[src/rtl/rf_wb_arbiter_if.sv]
// ---------------------------------------------------------------------------
// rf_wb_arbiter_if
// Purpose : bundles the register-file write-side signals of rf_wb_arbiter.
// Signals : pipe_*      in-order pipeline writeback (valid, rd, data)
//           ll_*        long-latency result handshake (valid/ready, rd, data)
//           rs1/rs2     hazard query indices, rs*_pending answers
//           rf_*        registered register-file write port
//           fifo_count  occupied long-latency queue entries (incl. killed)
// Modports: slave  - the arbiter itself
//           master - the surrounding core / stimulus
// ---------------------------------------------------------------------------
interface rf_wb_arbiter_if #(
    parameter int DEPTH  = 4,
    parameter int REG_W  = 5,
    parameter int DATA_W = 32
);
    logic                     pipe_wen;
    logic [REG_W-1:0]         pipe_rd;
    logic [DATA_W-1:0]        pipe_wdata;
    logic                     ll_valid;
    logic                     ll_ready;
    logic [REG_W-1:0]         ll_rd;
    logic [DATA_W-1:0]        ll_wdata;
    logic [REG_W-1:0]         rs1;
    logic [REG_W-1:0]         rs2;
    logic                     rs1_pending;
    logic                     rs2_pending;
    logic                     rf_wen;
    logic [REG_W-1:0]         rf_rd;
    logic [DATA_W-1:0]        rf_wdata;
    logic [$clog2(DEPTH):0]   fifo_count;

    modport slave (
        input  pipe_wen, pipe_rd, pipe_wdata, ll_valid, ll_rd, ll_wdata, rs1, rs2,
        output ll_ready, rs1_pending, rs2_pending, rf_wen, rf_rd, rf_wdata, fifo_count
    );

    modport master (
        output pipe_wen, pipe_rd, pipe_wdata, ll_valid, ll_rd, ll_wdata, rs1, rs2,
        input  ll_ready, rs1_pending, rs2_pending, rf_wen, rf_rd, rf_wdata, fifo_count
    );
endinterface

[src/rtl/rf_wb_arbiter.sv]
// ---------------------------------------------------------------------------
// rf_wb_arbiter
// Purpose : merges pipeline writeback and queued long-latency results into the
//           single register-file write port. The pipeline always wins; queued
//           results drain when the port is free. A pipeline write kills older
//           queued writes to the same register. Pending-write status for rs1/rs2
//           is exported for the hazard unit.
// Ports   : clk  - clock, rising edge
//           rst  - asynchronous active-high reset
//           bus  - rf_wb_arbiter_if.slave (see interface file)
// Options : RF_WB_BYPASS_EN - when defined, a long-latency result arriving
//           while the queue is empty and the pipeline slot is free goes
//           straight to the output register (1-cycle latency).
// ---------------------------------------------------------------------------
module rf_wb_arbiter #(
    parameter int DEPTH  = 4,
    parameter int REG_W  = 5,
    parameter int DATA_W = 32
) (
    input  logic          clk,
    input  logic          rst,
    rf_wb_arbiter_if.slave bus
);
    localparam int PW = $clog2(DEPTH);
    localparam int CW = PW + 1;

    logic [DEPTH-1:0]  live_q, live_d;
    logic [REG_W-1:0]  rd_q    [DEPTH];
    logic [REG_W-1:0]  rd_d    [DEPTH];
    logic [DATA_W-1:0] wdata_q [DEPTH];
    logic [DATA_W-1:0] wdata_d [DEPTH];
    logic [PW-1:0]     head_q, head_d, tail_q, tail_d;
    logic [CW-1:0]     count_q, count_d;
    logic              rf_wen_q, rf_wen_d;
    logic [REG_W-1:0]  rf_rd_q, rf_rd_d;
    logic [DATA_W-1:0] rf_wdata_q, rf_wdata_d;

    logic [DEPTH-1:0]  kill_vec, rs1_hit, rs2_hit;
    logic              pipe_take, fifo_empty, pop, push, push_killed, bypass;

    // Per-entry comparators: WAW kill and hazard lookups.
    for (genvar gi = 0; gi < DEPTH; gi++) begin : g_entry
        assign kill_vec[gi] = pipe_take && (rd_q[gi] == bus.pipe_rd);
        assign rs1_hit[gi]  = live_q[gi] && (rd_q[gi] == bus.rs1);
        assign rs2_hit[gi]  = live_q[gi] && (rd_q[gi] == bus.rs2);
    end

    assign pipe_take  = bus.pipe_wen && (bus.pipe_rd != '0);
    assign fifo_empty = (count_q == '0);
    assign bus.ll_ready = (count_q < CW'(DEPTH));

`ifdef RF_WB_BYPASS_EN
    assign bypass = fifo_empty && !pipe_take && bus.ll_valid && (bus.ll_rd != '0);
`else
    assign bypass = 1'b0;
`endif

    // A dead head is discarded even while the pipeline owns the port; a live
    // head only leaves when it is actually written.
    assign pop  = !fifo_empty && (!live_q[head_q] || !pipe_take);
    // Writes to x0 complete the handshake but are never stored.
    assign push = bus.ll_valid && bus.ll_ready && (bus.ll_rd != '0) && !bypass;
    // The same-cycle pipeline write is younger than the arriving result.
    assign push_killed = pipe_take && (bus.ll_rd == bus.pipe_rd);

    always_comb begin
        live_d     = live_q & ~kill_vec;
        rd_d       = rd_q;
        wdata_d    = wdata_q;
        head_d     = head_q;
        tail_d     = tail_q;
        rf_wen_d   = 1'b0;
        rf_rd_d    = rf_rd_q;
        rf_wdata_d = rf_wdata_q;

        if (pop) begin
            live_d[head_q] = 1'b0;
            head_d         = head_q + PW'(1);
        end
        // Tail never equals head here when pop is also set: push needs
        // count < DEPTH, pop needs count > 0.
        if (push) begin
            live_d[tail_q]  = !push_killed;
            rd_d[tail_q]    = bus.ll_rd;
            wdata_d[tail_q] = bus.ll_wdata;
            tail_d          = tail_q + PW'(1);
        end
        count_d = count_q + CW'(push) - CW'(pop);

        if (pipe_take) begin
            rf_wen_d   = 1'b1;
            rf_rd_d    = bus.pipe_rd;
            rf_wdata_d = bus.pipe_wdata;
        end else if (!fifo_empty && live_q[head_q]) begin
            rf_wen_d   = 1'b1;
            rf_rd_d    = rd_q[head_q];
            rf_wdata_d = wdata_q[head_q];
        end else if (bypass) begin
            rf_wen_d   = 1'b1;
            rf_rd_d    = bus.ll_rd;
            rf_wdata_d = bus.ll_wdata;
        end
    end

    always_ff @(posedge clk or posedge rst) begin
        if (rst) begin
            live_q     <= '0;
            head_q     <= '0;
            tail_q     <= '0;
            count_q    <= '0;
            rf_wen_q   <= 1'b0;
            rf_rd_q    <= '0;
            rf_wdata_q <= '0;
            for (int i = 0; i < DEPTH; i++) begin
                rd_q[i]    <= '0;
                wdata_q[i] <= '0;
            end
        end else begin
            live_q     <= live_d;
            head_q     <= head_d;
            tail_q     <= tail_d;
            count_q    <= count_d;
            rf_wen_q   <= rf_wen_d;
            rf_rd_q    <= rf_rd_d;
            rf_wdata_q <= rf_wdata_d;
            for (int i = 0; i < DEPTH; i++) begin
                rd_q[i]    <= rd_d[i];
                wdata_q[i] <= wdata_d[i];
            end
        end
    end

    assign bus.rf_wen     = rf_wen_q;
    assign bus.rf_rd      = rf_rd_q;
    assign bus.rf_wdata   = rf_wdata_q;
    assign bus.fifo_count = count_q;

    assign bus.rs1_pending = (bus.rs1 != '0) &&
                             ((|rs1_hit) || (rf_wen_q && (rf_rd_q == bus.rs1)));
    assign bus.rs2_pending = (bus.rs2 != '0) &&
                             ((|rs2_hit) || (rf_wen_q && (rf_rd_q == bus.rs2)));
endmodule

[src/flat_wrapper.sv]
// flat-port wrapper written by rule: the top's interface ports become plain ports
module rf_wb_arbiter_flat 
#(
    parameter int DEPTH  = 4,
    parameter int REG_W  = 5,
    parameter int DATA_W = 32
)
  (clk, rst, bus_pipe_wen, bus_pipe_rd, bus_pipe_wdata, bus_ll_valid, bus_ll_rd, bus_ll_wdata, bus_rs1, bus_rs2, bus_ll_ready, bus_rs1_pending, bus_rs2_pending, bus_rf_wen, bus_rf_rd, bus_rf_wdata, bus_fifo_count);
  rf_wb_arbiter_if #(.DEPTH(DEPTH), .REG_W(REG_W), .DATA_W(DATA_W)) bus_i ();
  input  logic clk;
  input  logic rst;
  input wire logic [$bits(bus_i.pipe_wen)-1:0] bus_pipe_wen;
  input wire logic [$bits(bus_i.pipe_rd)-1:0] bus_pipe_rd;
  input wire logic [$bits(bus_i.pipe_wdata)-1:0] bus_pipe_wdata;
  input wire logic [$bits(bus_i.ll_valid)-1:0] bus_ll_valid;
  input wire logic [$bits(bus_i.ll_rd)-1:0] bus_ll_rd;
  input wire logic [$bits(bus_i.ll_wdata)-1:0] bus_ll_wdata;
  input wire logic [$bits(bus_i.rs1)-1:0] bus_rs1;
  input wire logic [$bits(bus_i.rs2)-1:0] bus_rs2;
  output wire logic [$bits(bus_i.ll_ready)-1:0] bus_ll_ready;
  output wire logic [$bits(bus_i.rs1_pending)-1:0] bus_rs1_pending;
  output wire logic [$bits(bus_i.rs2_pending)-1:0] bus_rs2_pending;
  output wire logic [$bits(bus_i.rf_wen)-1:0] bus_rf_wen;
  output wire logic [$bits(bus_i.rf_rd)-1:0] bus_rf_rd;
  output wire logic [$bits(bus_i.rf_wdata)-1:0] bus_rf_wdata;
  output wire logic [$bits(bus_i.fifo_count)-1:0] bus_fifo_count;
  assign bus_i.pipe_wen = bus_pipe_wen;
  assign bus_i.pipe_rd = bus_pipe_rd;
  assign bus_i.pipe_wdata = bus_pipe_wdata;
  assign bus_i.ll_valid = bus_ll_valid;
  assign bus_i.ll_rd = bus_ll_rd;
  assign bus_i.ll_wdata = bus_ll_wdata;
  assign bus_i.rs1 = bus_rs1;
  assign bus_i.rs2 = bus_rs2;
  assign bus_ll_ready = bus_i.ll_ready;
  assign bus_rs1_pending = bus_i.rs1_pending;
  assign bus_rs2_pending = bus_i.rs2_pending;
  assign bus_rf_wen = bus_i.rf_wen;
  assign bus_rf_rd = bus_i.rf_rd;
  assign bus_rf_wdata = bus_i.rf_wdata;
  assign bus_fifo_count = bus_i.fifo_count;
  rf_wb_arbiter #(.DEPTH(DEPTH), .REG_W(REG_W), .DATA_W(DATA_W)) u_core (.clk(clk), .rst(rst), .bus(bus_i));
endmodule
[config.mk]
export PLATFORM = sky130hd
export DESIGN_NAME = rf_wb_arbiter_flat
export DESIGN_NICKNAME = d
export VERILOG_FILES = /design/src/rtl/rf_wb_arbiter_if.sv /design/src/rtl/rf_wb_arbiter.sv /design/src/flat_wrapper.sv
export SDC_FILE = /design/constraint.sdc
export NUM_CORES = 1
export LEC_CHECK = 0
export CORE_MARGIN = 5
export CORE_UTILIZATION = 60
export DETAILED_ROUTE_END_ITERATION = 16
export GPL_TIMING_DRIVEN = 0
export PLACE_DENSITY = 0.86
export SYNTH_ARGS = -nofsm -noshare
export SYNTH_HDL_FRONTEND = slang
export SYNTH_SLANG_ARGS = --single-unit
[constraint.sdc]
create_clock -name clk -period 19.5 [get_ports clk]
set_input_delay 5.85 -clock clk [delete_from_list [all_inputs] [get_ports clk]]
set_output_delay 5.85 -clock clk [all_outputs]
set_load 0.02 [all_outputs]
* Word-level counts from Yosys, hierarchy flattened *
Index checks and enable logic that the tools add are counted.

cells by class
  add/subtract/negate cells = 4
  shifts and indexed selects = 0
  reduce and logical (&&, ||, !) cells = 40
  $lt $le $gt $ge = 8
  eq/ne operators = 15
  divide/modulo/power cells = 0
  $mul = 0
  bitwise logic cells = 6
  muxes and demuxes = 27

operators with widths
  operator             count
  $mux 32              5
  $bwmux 128           1
  $eq 5x5->1           15
  $bmux 32 s2          1
  $demux 32 s2         1
  $logic_and 1x1->1    25
  $mux 5               5
  $bwmux 20            1
  $reduce_bool 5->1    4
  $bmux 5 s2           1
  $demux 5 s2          1
  $and 4x4->4          2
  $mux 4               2
  $not 4->4            2
  $reduce_or 4->1      2
  $ge 3x3->1 const B   2
  $lt 2x3->1 const B   2
  $not 2->3            2
  $mux 1               5
  $add 2x1->2 const B  2
  $bwmux 4             1
  $demux 1 s2          2
  $ge 2x1->1 const B   2
  $logic_not 1->1      4
  8 further kinds      10

storage, ports and cells
  memory bits (writable) = 0
  word-level logic and storage cells = 115
  memories kept = 0
  bits in read-only memories = 0
  flip-flop bits (word level) = 197
  latch bits = 0
  input bits = 88

* Longest topological paths before layout *
  depth after elaboration = 9
  depth in mapped cells = 11

* Least setup slack after synthesis *
OpenSTA, ideal clock, no wires.

  kind = input -> output
  start point = input port bus_rs1[2]
  end point = output port bus_rs1_pending
  cell stages on the path = 6
  arrival time = 6.883 ns
  path slack = 6.767 ns
  cell sequence = clkbuf_1 -> xor2_1 -> nor4_1 -> nand3_1 -> nand3_1 -> o22a_1

between the ends
  cells in the longest elaborated chain, start to end = 5

RTL lines
  item                 RTL line              text
  start: declaration   flat_wrapper.sv:18    input wire logic [$bits(bus_i.rs1)-1:0] bus_rs1;
  $eq 5x5->1           rf_wb_arbiter.sv:44   assign rs1_hit[gi] = live_q[gi] && (rd_q[gi] == bus.rs1);
  $logic_and 1x1->1    rf_wb_arbiter.sv:44
  $reduce_or 4->1      rf_wb_arbiter.sv:139  ((|rs1_hit) || (rf_wen_q && (rf_rd_q == bus.rs1)));
  $logic_or 1x1->1     rf_wb_arbiter.sv:139
  $logic_and 1x1->1 *  rf_wb_arbiter.sv:138  assign bus.rs1_pending = (bus.rs1 != '0) &&
  end: declaration     flat_wrapper.sv:21    output wire logic [$bits(bus_i.rs1_pending)-1:0] bus_rs1_pending;

Every way passes the cells marked *; elsewhere a longest branch is shown, timed or not.

* Final worst setup path *
  start point = input port bus_rs1[1]
  end point = output port bus_rs1_pending

Same word-level chain as after synthesis.

==> run_results.csv <==
group,metric,value,unit
grt,grt_pass1_wl,38600,µm
min_path,min_path_type,"reg -> reg",
layout,syn2layout_area_growth,21.2,%
worst_setup_path,crit_path_cell_trace,"buf_1 > xor2_1 > nor4_1 > nand3_1 > nand3_1 > o22a_1 > clkdlybuf4s50_1",
grt,track_usage,27.0,%
clock_tree,clk_pin_slew,70,ps
sta,drv_slew,0,
worst_setup_path,cp-end-kind,"output port",
grt,grt_max_degree,129,
sta,worst_hold_slack,489,ps
layout,layout_commonest_cell,"dfrtp_1",
detailed_routing,drc,0,
clock_tree,cts_tree,"built",
pwr,power-per-cell-area,167,mW/mm²
layout,fill_cells,1013,
clock_tree,cts_root_buf,"clkbuf_16",
grt,grt_overflow,0,
worst_setup_path,critPathMostFrequentCell,"nand3_1",
logic_synthesis,syn_nets,844,
logic_synthesis,synth.avg_cell_area,13.0,µm²
sta,fin_ws,6030,ps
worst_setup_path,slowest_stage,"clkdlybuf4s50_1",
worst_setup_path,cpLargestDelayFamily,"buffers and inverters",
sta,max_freq,74.2,MHz
clock_tree,cts_made_buffers,17,
layout,nets,979,
floorplan,row_count,46,
worst_setup_path,crit_fanout,6,
logic_synthesis,ys_warn_count,0,
sta,final-hold-violation-count,0,
placement,io_buffers,115,
clock_tree,cts_sinks,197,
worst_setup_path,required,13650,ps
worst_setup_path,arrival,7620,ps
placement,pre_cts_slack,6050,ps
layout,multi_input_area,0.00443,mm²
logic_synthesis,synth_cell_type_count,39,
detailed_routing,viasPerCell,6.04,
floorplan,boundaryPins,132,
sta,rsz0062_at_grt,"no",
clock_tree,ctsLongestPathBuffers,2,
layout,ff_latch_area,0.00493,mm²
logic_synthesis,syn-instance-count,746,
pwr,ir_drop,92.4,µV
detailed_routing,wl_per_cell,21.8,µm
layout,drive_above_1_share,26.0,%
status,outcome,"finished clean",
sta,tns,0,ps
pwr,p_leak,4.99,nW
layout,diodes,0,
sta,period_minus_slack,13470,ps
sta,finClkSkew,4.90,ps
detailed_routing,vias,6695,
logic_synthesis,synth-seq-cells,197,
grt,antenna_found_initial,0,
worst_setup_path,cp-start-kind,"primary input",
detailed_routing,ant_nets,0,
logic_synthesis,ys_seq_area_share,50.9,%
worst_setup_path,critPathKind,"in -> out",
grt,grt_pass1_vias,7192,
sta,slew_headroom,39.1,%
job,maxCapViolCount,0,
placement,dp_hpwl,16400,µm
worst_setup_path,critPathBufInv,2,
clock_tree,clk_latency,430,ps
clock_tree,postCtsSetupBuffers,0,
placement,gp_congestion,0.911,
sta,setup_viol,0,
floorplan,start_util,61.0,%
layout,final_util,73.9,%
floorplan,die_w,137,µm
clock_tree,cts_max_level,4,
layout,layout_common_cells,"197 x dfrtp_1, 124 x mux2_2, 115 x clkdlybuf4s50_1",
floorplan,coreArea,0.0159,mm²
floorplan,die_h,137,µm
sta,period_share,69.1,%
logic_synthesis,mappedNetlistArea,0.00969,mm²
floorplan,die_area,0.0188,mm²
clock_tree,cts_repair_resize_count,0,
worst_setup_path,slowest_delay,600,ps
sta,tightestPinTransition,913,ps
clock_tree,ctsHoldBuffers,0,
detailed_routing,drt_iter0_drc,612,
detailed_routing,first_pass_iters,5,
detailed_routing,drt-total-wl,24100,µm
state kept, by name, indices dropped and copies added (netlist names):
signal                 cells
u_core.tail_q              2
u_core.rd_q               20
u_core.bus.rf_wen          1
u_core.wdata_q           128
u_core.live_q              4
u_core.bus.fifo_count      3
u_core.head_q              2
u_core.bus.rf_rd           5
u_core.bus.rf_wdata       32
path summary, 6_finish.rpt:
kind | from | endpoint | slack (ps) | depth (start not counted)
setup reg to reg | u_core.head_q[0] | u_core.bus.fifo_count[2] | 16850 | 10
hold reg to reg | u_core.wdata_q[97] | u_core.wdata_q[97] | 490 | 1
max in group asynchronous | rst | u_core.bus.rf_wdata[25] | 12660 | 3
hold / removal | u_core.wdata_q[97] | u_core.wdata_q[97] | 490 | 1
min in group asynchronous | rst | u_core.wdata_q[6] | 5840 | 2
setup / recovery | bus_rs1[1] | bus_rs1_pending | 6030 | 7
power breakdown:
| part | internal [mW] | switching (mW) | total [mW] |
|---|---|---|---|
| Combinational | 0.459 | 0.372 | 0.831 |
| Clock | 0.205 | 0.153 | 0.358 |
| Sequential | 0.616 | 0.157 | 0.773 |
cells in the mapped netlist, drive strengths merged:
| cell | number | area share, % |
|---|---|---|
| and2b | 1 | 0.078 |
| mux4 | 38 | 8.8 |
| nand4 | 5 | 0.32 |
| fa | 1 | 0.21 |
| a31o | 1 | 0.090 |
| or3 | 1 | 0.065 |
| o311ai | 4 | 0.36 |
| xor2 | 50 | 4.5 |
| mux2 | 148 | 17 |
| xnor2 | 29 | 2.6 |
| nor4 | 11 | 0.71 |
| and2 | 1 | 0.065 |
| ha | 9 | 1.2 |
| o21a | 1 | 0.078 |
| buf | 39 | 2.5 |
| dfrtp | 197 | 51 |
| nor3 | 1 | 0.052 |
| o22ai | 4 | 0.26 |
| and3 | 4 | 0.26 |
| o21ai | 8 | 0.53 |
| nor2 | 33 | 1.3 |
| a21oi | 1 | 0.090 |
| inv | 8 | 0.31 |
| clkbuf | 15 | 0.58 |
| nand2b | 1 | 0.065 |
| nand2 | 79 | 3.1 |
| o211ai | 1 | 0.13 |
| or4 | 3 | 0.27 |
| mux2i | 5 | 0.52 |
| a31oi | 32 | 2.1 |
| o22a | 2 | 0.18 |
| nand3 | 13 | 0.67 |
area by class of cell:
class	instances	area share [%]
inverters	8	0.320
flip-flops and latches	197	42.0
clock inverters	11	1.31
repair buffers	116	10.0
well taps	216	2.30
plain buffers	54	2.51
clock buffers	19	3.77
multi-input cells	487	37.8
through the flow:
step	total power, mW	area (µm²)	std cells
floorplan	1.32	9690	746
global placement	1.55	11100	1077
detailed placement	1.59	11100	1078
CTS	1.97	11700	1108
global route	2.07	11700	1108
finish	1.96	11700	1108
layer usage:
layer  global-route usage (%)  routed length [µm]  up-vias  share of wire (%)
met4                     11.3                 886        0                3.7
met3                     5.59                1470       70                6.1
met2                     44.3               12300      271                 51
met5                        0                   0        -                  0
met1                     35.3                9530     3429                 39
li1                         -                   -     2925                  -
cells by family (layout without fill, tap and decap cells):
logic type	after synthesis	after routing	share of synthesized area, %
DFF	197	197	50.9
muxes	191	191	26.5
and+or+nand+nor	153	153	6.92
xor gates and xnor gates	79	79	7.14
buffers and inverters	62	208	3.36
AOI/OAI and AO/OA	54	54	3.78
adders and majority gates	10	10	1.37
(Power assumes the default switching activity.)
